$ cat src/rtl/mem_bus_pkg.sv
// Shared types and constants for the memory-command responder.
package mem_bus_pkg;

    localparam int ADDR_W    = 9;
    localparam int DATA_W    = 16;
    localparam int RAM_DEPTH = 256;

    localparam logic [ADDR_W-1:0] LED_ADDR_DEF = 9'h100;
    localparam logic [ADDR_W-1:0] SW_ADDR_DEF  = 9'h140;

    typedef enum logic [1:0] {
        MNONE  = 2'b00,
        MREAD  = 2'b01,
        MWRITE = 2'b10,
        MILL   = 2'b11
    } mem_cmd_t;

    typedef enum logic [1:0] {
        IDLE,
        WAIT,
        RESP
    } resp_state_t;

    typedef enum logic [1:0] {
        SEL_RAM,
        SEL_LED,
        SEL_SW,
        SEL_NONE
    } addr_sel_t;

    function automatic addr_sel_t decode(input logic [ADDR_W-1:0] addr,
                                         input logic [ADDR_W-1:0] led_addr,
                                         input logic [ADDR_W-1:0] sw_addr);
        if (!addr[ADDR_W-1])    return SEL_RAM;
        if (addr == led_addr)   return SEL_LED;
        if (addr == sw_addr)    return SEL_SW;
        return SEL_NONE;
    endfunction

endpackage

$ cat src/rtl/mem_ram_1p.sv
// 256x16 single-port data RAM: synchronous write, combinational read, no reset.
module mem_ram_1p
    import mem_bus_pkg::*;
(
    input  logic              clk,
    input  logic              we,
    input  logic [7:0]        addr,
    input  logic [DATA_W-1:0] wdata,
    output logic [DATA_W-1:0] rdata
);

    logic [DATA_W-1:0] mem [RAM_DEPTH];

    always_ff @(posedge clk) begin
        if (we) mem[addr] <= wdata;
    end

    assign rdata = mem[addr];

endmodule

$ cat src/rtl/mem_bus_responder.sv
// Memory-command target: decodes RAM/LED/switch space, inserts wait states,
// returns a one-cycle response pulse.
module mem_bus_responder
    import mem_bus_pkg::*;
#(
    parameter int unsigned       WAIT_CYCLES = 1,
    parameter logic [ADDR_W-1:0] LED_ADDR    = LED_ADDR_DEF,
    parameter logic [ADDR_W-1:0] SW_ADDR     = SW_ADDR_DEF
) (
    input  logic              clk,
    input  logic              reset_n,
    input  logic              req_valid,
    input  logic [1:0]        req_cmd,
    input  logic [ADDR_W-1:0] req_addr,
    input  logic [DATA_W-1:0] req_wdata,
    output logic              req_ready,
    output logic              rsp_valid,
    output logic [DATA_W-1:0] rsp_rdata,
    output logic              rsp_err,
    input  logic [7:0]        sw_in,
    output logic [7:0]        led_out
);

    localparam logic [2:0] LAST = 3'(WAIT_CYCLES - 1);

    resp_state_t       state;
    logic [2:0]        cnt;
    mem_cmd_t          cmd_q;
    logic [ADDR_W-1:0] addr_q;
    logic [DATA_W-1:0] wdata_q;
    logic [7:0]        sw_meta, sw_sync;

    logic              accept, in_wait, go_resp, ram_we, rd_err;
    mem_cmd_t          eff_cmd;
    logic [ADDR_W-1:0] eff_addr;
    logic [DATA_W-1:0] eff_wdata, ram_rdata, rd_data;
    addr_sel_t         sel;

    assign accept = req_valid & req_ready & (req_cmd != MNONE);
    assign in_wait = (state == WAIT);

    // All side effects and read sampling happen on the edge entering RESP; with
    // zero wait states that edge is the accept edge, so the live bus is used.
    assign go_resp   = in_wait ? (cnt == LAST) : (accept && (WAIT_CYCLES == 0));
    assign eff_cmd   = in_wait ? cmd_q   : mem_cmd_t'(req_cmd);
    assign eff_addr  = in_wait ? addr_q  : req_addr;
    assign eff_wdata = in_wait ? wdata_q : req_wdata;
    assign sel       = decode(eff_addr, LED_ADDR, SW_ADDR);
    assign ram_we    = reset_n & go_resp & (eff_cmd == MWRITE) & (sel == SEL_RAM);

    mem_ram_1p u_ram (
        .clk   (clk),
        .we    (ram_we),
        .addr  (eff_addr[7:0]),
        .wdata (eff_wdata),
        .rdata (ram_rdata)
    );

    always_comb begin
        rd_data = '0;
        rd_err  = 1'b0;
        case (eff_cmd)
            MREAD: begin
                case (sel)
                    SEL_RAM: rd_data = ram_rdata;
                    SEL_LED: rd_data = {8'h00, led_out};
                    SEL_SW:  rd_data = {8'h00, sw_sync};
                    default: rd_err  = 1'b1;
                endcase
            end
            MWRITE:  rd_err = (sel == SEL_SW) || (sel == SEL_NONE);
            default: rd_err = 1'b1;
        endcase
    end

    always_ff @(posedge clk or negedge reset_n) begin
        if (!reset_n) begin
            state     <= IDLE;
            cnt       <= '0;
            cmd_q     <= MNONE;
            addr_q    <= '0;
            wdata_q   <= '0;
            sw_meta   <= '0;
            sw_sync   <= '0;
            req_ready <= 1'b1;
            rsp_valid <= 1'b0;
            rsp_rdata <= '0;
            rsp_err   <= 1'b0;
            led_out   <= '0;
        end else begin
            sw_meta   <= sw_in;
            sw_sync   <= sw_meta;
            rsp_valid <= go_resp;
            rsp_rdata <= go_resp ? rd_data : '0;
            rsp_err   <= go_resp & rd_err;

            if (go_resp && eff_cmd == MWRITE && sel == SEL_LED)
                led_out <= eff_wdata[7:0];

            if (accept) begin
                cmd_q   <= mem_cmd_t'(req_cmd);
                addr_q  <= req_addr;
                wdata_q <= req_wdata;
            end

            case (state)
                IDLE, RESP: begin
                    if (accept && WAIT_CYCLES == 0) begin
                        state     <= RESP;
                        req_ready <= 1'b1;
                    end else if (accept) begin
                        state     <= WAIT;
                        cnt       <= '0;
                        req_ready <= 1'b0;
                    end else begin
                        state     <= IDLE;
                        req_ready <= 1'b1;
                    end
                end
                WAIT: begin
                    if (cnt == LAST) begin
                        state     <= RESP;
                        req_ready <= 1'b1;
                    end else begin
                        cnt <= cnt + 3'd1;
                    end
                end
                default: begin
                    state     <= IDLE;
                    req_ready <= 1'b1;
                end
            endcase
        end
    end

endmodule
$ cat config.mk
export PLATFORM = sky130hd
export DESIGN_NAME = mem_bus_responder
export DESIGN_NICKNAME = d
export VERILOG_FILES = /design/src/rtl/mem_bus_pkg.sv /design/src/rtl/mem_ram_1p.sv /design/src/rtl/mem_bus_responder.sv
export SDC_FILE = /design/constraint.sdc
export NUM_CORES = 2
export LEC_CHECK = 0
export BUFFER_PORTS_ARGS = -buffer_cell sky130_fd_sc_hd__buf_4
export CAP_MARGIN = 15
export CORE_ASPECT_RATIO = 1.25
export CORE_MARGIN = 8
export CORE_UTILIZATION = 55
export DETAILED_ROUTE_END_ITERATION = 12
export GPL_ROUTABILITY_DRIVEN = 0
export PLACE_DENSITY = 0.71
export SETUP_SLACK_MARGIN = 0.2
export SLEW_MARGIN = 15
export SYNTH_ARGS = -nofsm -noshare
export SYNTH_HDL_FRONTEND = slang
export SYNTH_SLANG_ARGS = --single-unit
$ cat constraint.sdc
create_clock -name clk -period 6.2 [get_ports clk]
set_clock_uncertainty 0.15 [all_clocks]
set_input_delay 0.93 -clock clk [delete_from_list [all_inputs] [get_ports clk]]
set_output_delay 0.93 -clock clk [all_outputs]
set_load 0.03 [all_outputs]
# Word level (Yosys, flattened, before mapping)
# Memories as Yosys holds them, arrays and structs flattened.
# Cells that the tools add are included.
# totals
regBits	75
ram_bits	4096
inputBits	38
out_inout_bits	27
mem_count	1
# memory_table
memory	words	word_bits	rd	rd_ports_with_merged_regs	wr	line	source
u_ram.mem	256	16	1	0	1	mem_ram_1p.sv:12	logic [DATA_W-1:0] mem [RAM_DEPTH];
# op_classes
addsub	1
n_eq_ne	12
muxes	31
n_bitwise	6
n_reduce_logical	11
# op_table
operator	n
$mux W16	3
$pmux W16 S3	1
$eq A9 B9 Y1 const B	2
$mux W2	8
$mux W1	12
$mux W9	1
$eq A2 B2 Y1 const B	4
$and A1 B1 Y1	6
$eq A2 B1 Y1 const B	3
$mux W3	2
$pmux W3 S2	1
$logic_not A2 Y1	2
$ne A2 B2 Y1 const B	2
$pmux W1 S2	2
$pmux W2 S2	1
$reduce_bool A2 Y1	2
$add A3 B1 Y3 const B	1
$logic_not A3 Y1	1
$reduce_and A3 Y1	1
$reduce_or A3 Y1	1
$logic_and A1 B1 Y1	2
$ne A2 B1 Y1 const B	1
$reduce_or A2 Y1	1
$logic_or A1 B1 Y1	1

# Logic depth before layout (Yosys ltp)
# depth
word_depth	15
ltp_mapped	14
ltp_nobuf	9

# Hierarchy
# From an unflattened synthesis, not the netlist that was laid out.
# hier_totals
hier_cells	6988
area_unflattened_um2	158225.5
# by_module_without_submodules
module	n_inst	cells_per_inst	area_per_inst_um2	seq_area_each_um2
mem_ram_1p	1	6711	155078.7	122998.0
mem_bus_responder	1	277	3146.8	1878.1

# Least setup slack after synthesis
# Ideal clock, no wire load.
# synth_timing
path_type	register to register
startpoint	register state[1]
endpoint	memory u_ram.mem[0][10], data pin
setup_time_ns	0.823
t_arrival_ns	4.671
required_time_ns	5.227
path_slack_ns	0.557
stages_incl_launch_ff	9
n_path_buf	5
synth_period_minus_slack_ns	5.643
cell_sequence	dfrtp_1 nand2b_1 buf_6 buf_2 buf_2 buf_1 buf_1 nand2_1 nand2_1
# synth_via
elab_chain_cells	2
# synth_rtl
element	line	source
start, declared	mem_bus_responder.sv:26	resp_state_t state;
start signal, assigned	mem_bus_responder.sv:78	state <= IDLE;
start signal, assigned	mem_bus_responder.sv:109	state <= RESP;
start signal, assigned	mem_bus_responder.sv:112	state <= WAIT;
$eq A2 B1 Y1	mem_bus_responder.sv:40	assign in_wait = (state == WAIT);
$mux W16	mem_bus_responder.sv:47	assign eff_wdata = in_wait ? wdata_q : req_wdata;
named net eff_wdata[10]	mem_bus_responder.sv:36	logic [DATA_W-1:0] eff_wdata, ram_rdata, rd_data;
end, declared	mem_ram_1p.sv:12	
# The timed path passes the listed nets, and every way through them passes these cells.

# Worst setup path after layout
# layout_timing
startpoint	register state[1]
endpoint	register rsp_rdata[15]
# layout_via
elab_chain_cells	13
word_cells_on_any_way	24
# layout_rtl
element	line	source
$eq A2 B1 Y1 *	mem_bus_responder.sv:40	
$mux W9	mem_bus_responder.sv:46	assign eff_addr = in_wait ? addr_q : req_addr;
$eq A9 B9 Y1	mem_bus_pkg.sv:36	if (addr == sw_addr) return SEL_SW;
$mux W1 (2 in a row)	mem_bus_pkg.sv:36	
$mux W1	mem_bus_pkg.sv:35	if (addr == led_addr) return SEL_LED;
$mux W2	mem_bus_pkg.sv:37	return SEL_NONE;
$mux W2	mem_bus_pkg.sv:36	
$mux W2	mem_bus_pkg.sv:35	
$eq A2 B2 Y1, or another cell as far along	mem_bus_responder.sv:64	case (sel)
$pmux W16 S3	mem_bus_responder.sv:64	
$mux W16	mem_bus_responder.sv:62	case (eff_cmd)
$mux W16 *	mem_bus_responder.sv:94	rsp_rdata <= go_resp ? rd_data : '0;
end signal, assigned	mem_bus_responder.sv:94	
end, declared	mem_bus_responder.sv:18	output logic [DATA_W-1:0] rsp_rdata,
# Every way passes the cells marked *; elsewhere a longest branch is shown, timed or not. The select of a mux whose other input is x is not followed.
# A chain may end at the register's enable or synchronous reset.

==> reports/qor.txt <==
asr flop ratio synth: 1.80%
number of clock sinks: 4171
detailed-route wire length: 446000 µm
Final setup violation count: 0
Initial Util: 55.2%
finished layout cell area: 171000 µm²
half-perimeter wire length after placement: 256000 µm
vias per cell: 7.12
total design power: 70.4 mW
run status: complete, no violations
routed length per instance: 34.3 µm
synthesized cell area: 151000 µm²
Gates resized, CTS repair: 0
Syn Inst Count: 8740
master cell of the clock root buffer: sky130_fd_sc_hd__clkbuf_16
count of port buffers added during placement: 64
Hold Crit Depth: 2
clock insertion delay at the later pin of the skew report: 0.92 ns
Crit Reg-Reg Endpoint: rsp_rdata[15]$_DFF_PN0_
number of max-cap violations: 0
Seq. cell area: 125000 µm²
fillcell total: 18400
number of failing hold endpoints at the final stage: 0
cell types occupying the most area after synthesis: sky130_fd_sc_hd__edfxtp_1 (81%), sky130_fd_sc_hd__o22ai_1 (8.5%), sky130_fd_sc_hd__o21ai_0 (3.4%), sky130_fd_sc_hd__a41oi_1 (1.5%), sky130_fd_sc_hd__buf_2 (1.3%)
Inserted Clock Buffers: 376
Syn Area/Cell: 17.3 µm²
worst vdd rail ir drop: 356 µV
post-route antenna net violation count: 0
placement-stage cell area: 159000 µm²
total grt overflow: 0
kind of end point of the critical path: flip-flop
I/O pin count: 65
data arrival time of the worst path: 6.80 ns
clock-pin slew on the worst setup and hold paths: 0.06 ns
HP Class: in -> reg
max_slew headroom: 4.81%
via count: 92500
Required @ worst endpoint: 6.90 ns
Commonest cells post-synth: sky130_fd_sc_hd__edfxtp_1 (4096), sky130_fd_sc_hd__o22ai_1 (2050), sky130_fd_sc_hd__o21ai_0 (1030)
area of the core: 274000 µm²
smallest setup slack after layout: 0.0990 ns
number of antenna violations at the first check in global routing: 26
synthesis warning total: 0
syn_nets: 8782
highest achievable clock rate: 164 MHz
fin cells: 13000
CTS tree: yes
fraction of the cycle the final worst path needs: 98.4%
hold path endpoint: wdata_q[14]$_DFFE_PN0P_
count of flip-flops with a built-in enable after synthesis: 4096
standby leakage power: 51.9 nW
setup repair after global routing missed its margin: no
die width: 485 µm
maximum number of pins on one net before global-route repair: 192
Worst Path Class, Setup: reg -> reg
final count of pins violating max slew: 0
reg-to-reg critical path startpoint: state[1]$_DFFE_PN0P_
biggest area consumer among synthesized cells: sky130_fd_sc_hd__edfxtp_1
Post-route DRC: 0
Cells after DPL: 12300
minimum clock period: 6.10 ns
Layout Utilization: 62.3%
total power density per cell area: 412 nW/µm²
multi-input gate area in the final layout: 23700 µm²
sequential cell area fraction in the yosys report: 82.5%
Seq cells post-synth: 4171
number of rows created at floorplan: 215
most common flop cell mapped by yosys: sky130_fd_sc_hd__edfxtp_1
GRT Util Overall: 29.3%
die height: 603 µm
measured slew at the worst slew-check pin: 1.41 ns
drt pass-1 iters: 7
clock buffer depth: 4
global-route wire length before repair: 630000 µm
drt initial violations: 15600
net count reported at finish: 9158
startpoint of the lowest-slack hold path: req_wdata[14]
Min Hold Slack: 0.114 ns
layout cells sized above 1: 13.6%
worst setup slack before clock tree synthesis: -0.116 ns
H-tree levels: 5
setup TNS: 0 ns
fraction of synthesized cell area taken by the top area cell type: 81.3%
critical path peak fanout: 26
worst reg2reg path depth: 11
die area: 292000 µm²
post-synthesis cell type count: 53
cell with the most instances after synthesis: sky130_fd_sc_hd__edfxtp_1
kind of launch point of the worst setup path: flip-flop
vias in the first global route: 89000
area grow syn2layout: 12.9%
Reg2Reg Setup Slack: 0.1 ns
[cells by family (layout without fill, tap and decap cells)]
kind of cell    Yosys count  after routing  synth area share (%)
mux                      34             34                 0.252
flops                  4171           4171                  82.5
fa+ha+maj                 4              4                0.0331
xor+xnor                  1              1               0.00579
buf+inv                 655           1321                  2.13
other cells               0             17                     0
compound gates         3413           3413                  13.8
simple gates            462            462                  1.32
[where the power goes]
group	internal [mW]	switching, mW
logic	3.07	10.3
clock network	12.9	9.99
registers	34.0	0.106
[registers in the layout (all words and copies together) (netlist names)]
signal and flops:
u_ram.mem 4096, rsp_rdata 16, wdata_q 16, addr_q 9, led_out 8, sw_meta 8
sw_sync 8, cnt 3, cmd_q 2, state 2, req_ready 1, rsp_err 1
rsp_valid 1
[routing by layer]
metal  up-vias  part of all wire, %  GRT usage, %  wire length, µm
met4        12                  7.6          18.2            34000
li1      37400                    -             -                -
met3      1329                   13          6.74            57000
met5         -                0.017             0               75
met1     46500                   33          37.4           148000
met2      7343                   46          45.8           207000
[worst max-delay path by stage]
| stage | end | from | slack, ns | cells after the start |
|---|---|---|---|---|
| after floorplan | u_ram.mem[0][10]$_DFFE_PP_ | state[1]$_DFFE_PN0P_ | 0.56 | 8 |
| after global placement | rsp_rdata[15]$_DFF_PN0_ | req_addr[1] | -0.66 | 11 |
| after detailed placement | rsp_rdata[15]$_DFF_PN0_ | req_addr[1] | -0.12 | 11 |
| after CTS | rsp_rdata[15]$_DFF_PN0_ | state[1]$_DFFE_PN0P_ | 0.20 | 11 |
| after global routing | rsp_rdata[15]$_DFF_PN0_ | state[1]$_DFFE_PN0P_ | 0.30 | 11 |
| final | rsp_rdata[15]$_DFF_PN0_ | state[1]$_DFFE_PN0P_ | 0.1 | 11 |
[final cells by class]
type / count / share of cell area [%]
Antenna cell: 17 / 0.0249
Clock buffer: 478 / 5.88
Clock inverter: 190 / 1.07
Inverter: 9 / 0.0198
Multi-Input combinational cell: 3914 / 13.9
Sequential cell: 4171 / 73.1
Tap cell: 3580 / 2.62
Timing Repair Buffer: 644 / 3.43
[cells in the final DEF (no fill, tap or decap), types with 7 or more instances in the layout]
master and count:
sky130_fd_sc_hd__buf_4 555, sky130_fd_sc_hd__o41ai_1 26, sky130_fd_sc_hd__bufinv_16 34, sky130_fd_sc_hd__a21oi_1 9
sky130_fd_sc_hd__clkinvlp_4 11, sky130_fd_sc_hd__buf_12 78, sky130_fd_sc_hd__nand3b_1 9, sky130_fd_sc_hd__dlygate4sd3_1 9
sky130_fd_sc_hd__mux2_2 33, sky130_fd_sc_hd__nand4_1 11, sky130_fd_sc_hd__clkinv_2 54, sky130_fd_sc_hd__a41oi_1 251
sky130_fd_sc_hd__edfxtp_1 4096, sky130_fd_sc_hd__diode_2 17, sky130_fd_sc_hd__nor3_1 8, sky130_fd_sc_hd__or4_1 7
sky130_fd_sc_hd__nor2_1 221, sky130_fd_sc_hd__nand2_1 70, sky130_fd_sc_hd__inv_1 9, sky130_fd_sc_hd__a22oi_1 8
sky130_fd_sc_hd__clkbuf_1 89, sky130_fd_sc_hd__o21ai_0 1028, sky130_fd_sc_hd__o22ai_1 2050, sky130_fd_sc_hd__nor2_2 44
sky130_fd_sc_hd__clkinv_1 80, sky130_fd_sc_hd__nor4_1 16, sky130_fd_sc_hd__nand2_4 19, sky130_fd_sc_hd__dfrtp_1 74
sky130_fd_sc_hd__nand2_2 18, sky130_fd_sc_hd__o21ai_1 12, sky130_fd_sc_hd__nand3_1 13, sky130_fd_sc_hd__clkbuf_16 388
[worst max-delay path: stages, from the launching register on]
cell and delay, ns:
sky130_fd_sc_hd__dfrtp_1 0.45, sky130_fd_sc_hd__nand2b_2 0.54, sky130_fd_sc_hd__a31oi_4 0.76, sky130_fd_sc_hd__buf_16 0.26
sky130_fd_sc_hd__buf_12 0.23, sky130_fd_sc_hd__buf_4 0.31, sky130_fd_sc_hd__o22ai_1 0.13, sky130_fd_sc_hd__o21ai_0 0.77
sky130_fd_sc_hd__a41oi_1 0.69, sky130_fd_sc_hd__nor4_2 0.98, sky130_fd_sc_hd__nand4_1 0.48, sky130_fd_sc_hd__a21oi_1 0.23
[repair_timing]
item	in CTS	in global routing
setup buffers	2	0
endpoints found under the hold margin	31	0
hold buffers	9	0
endpoints found under the setup margin	1	0
(Power assumes the default switching activity.)
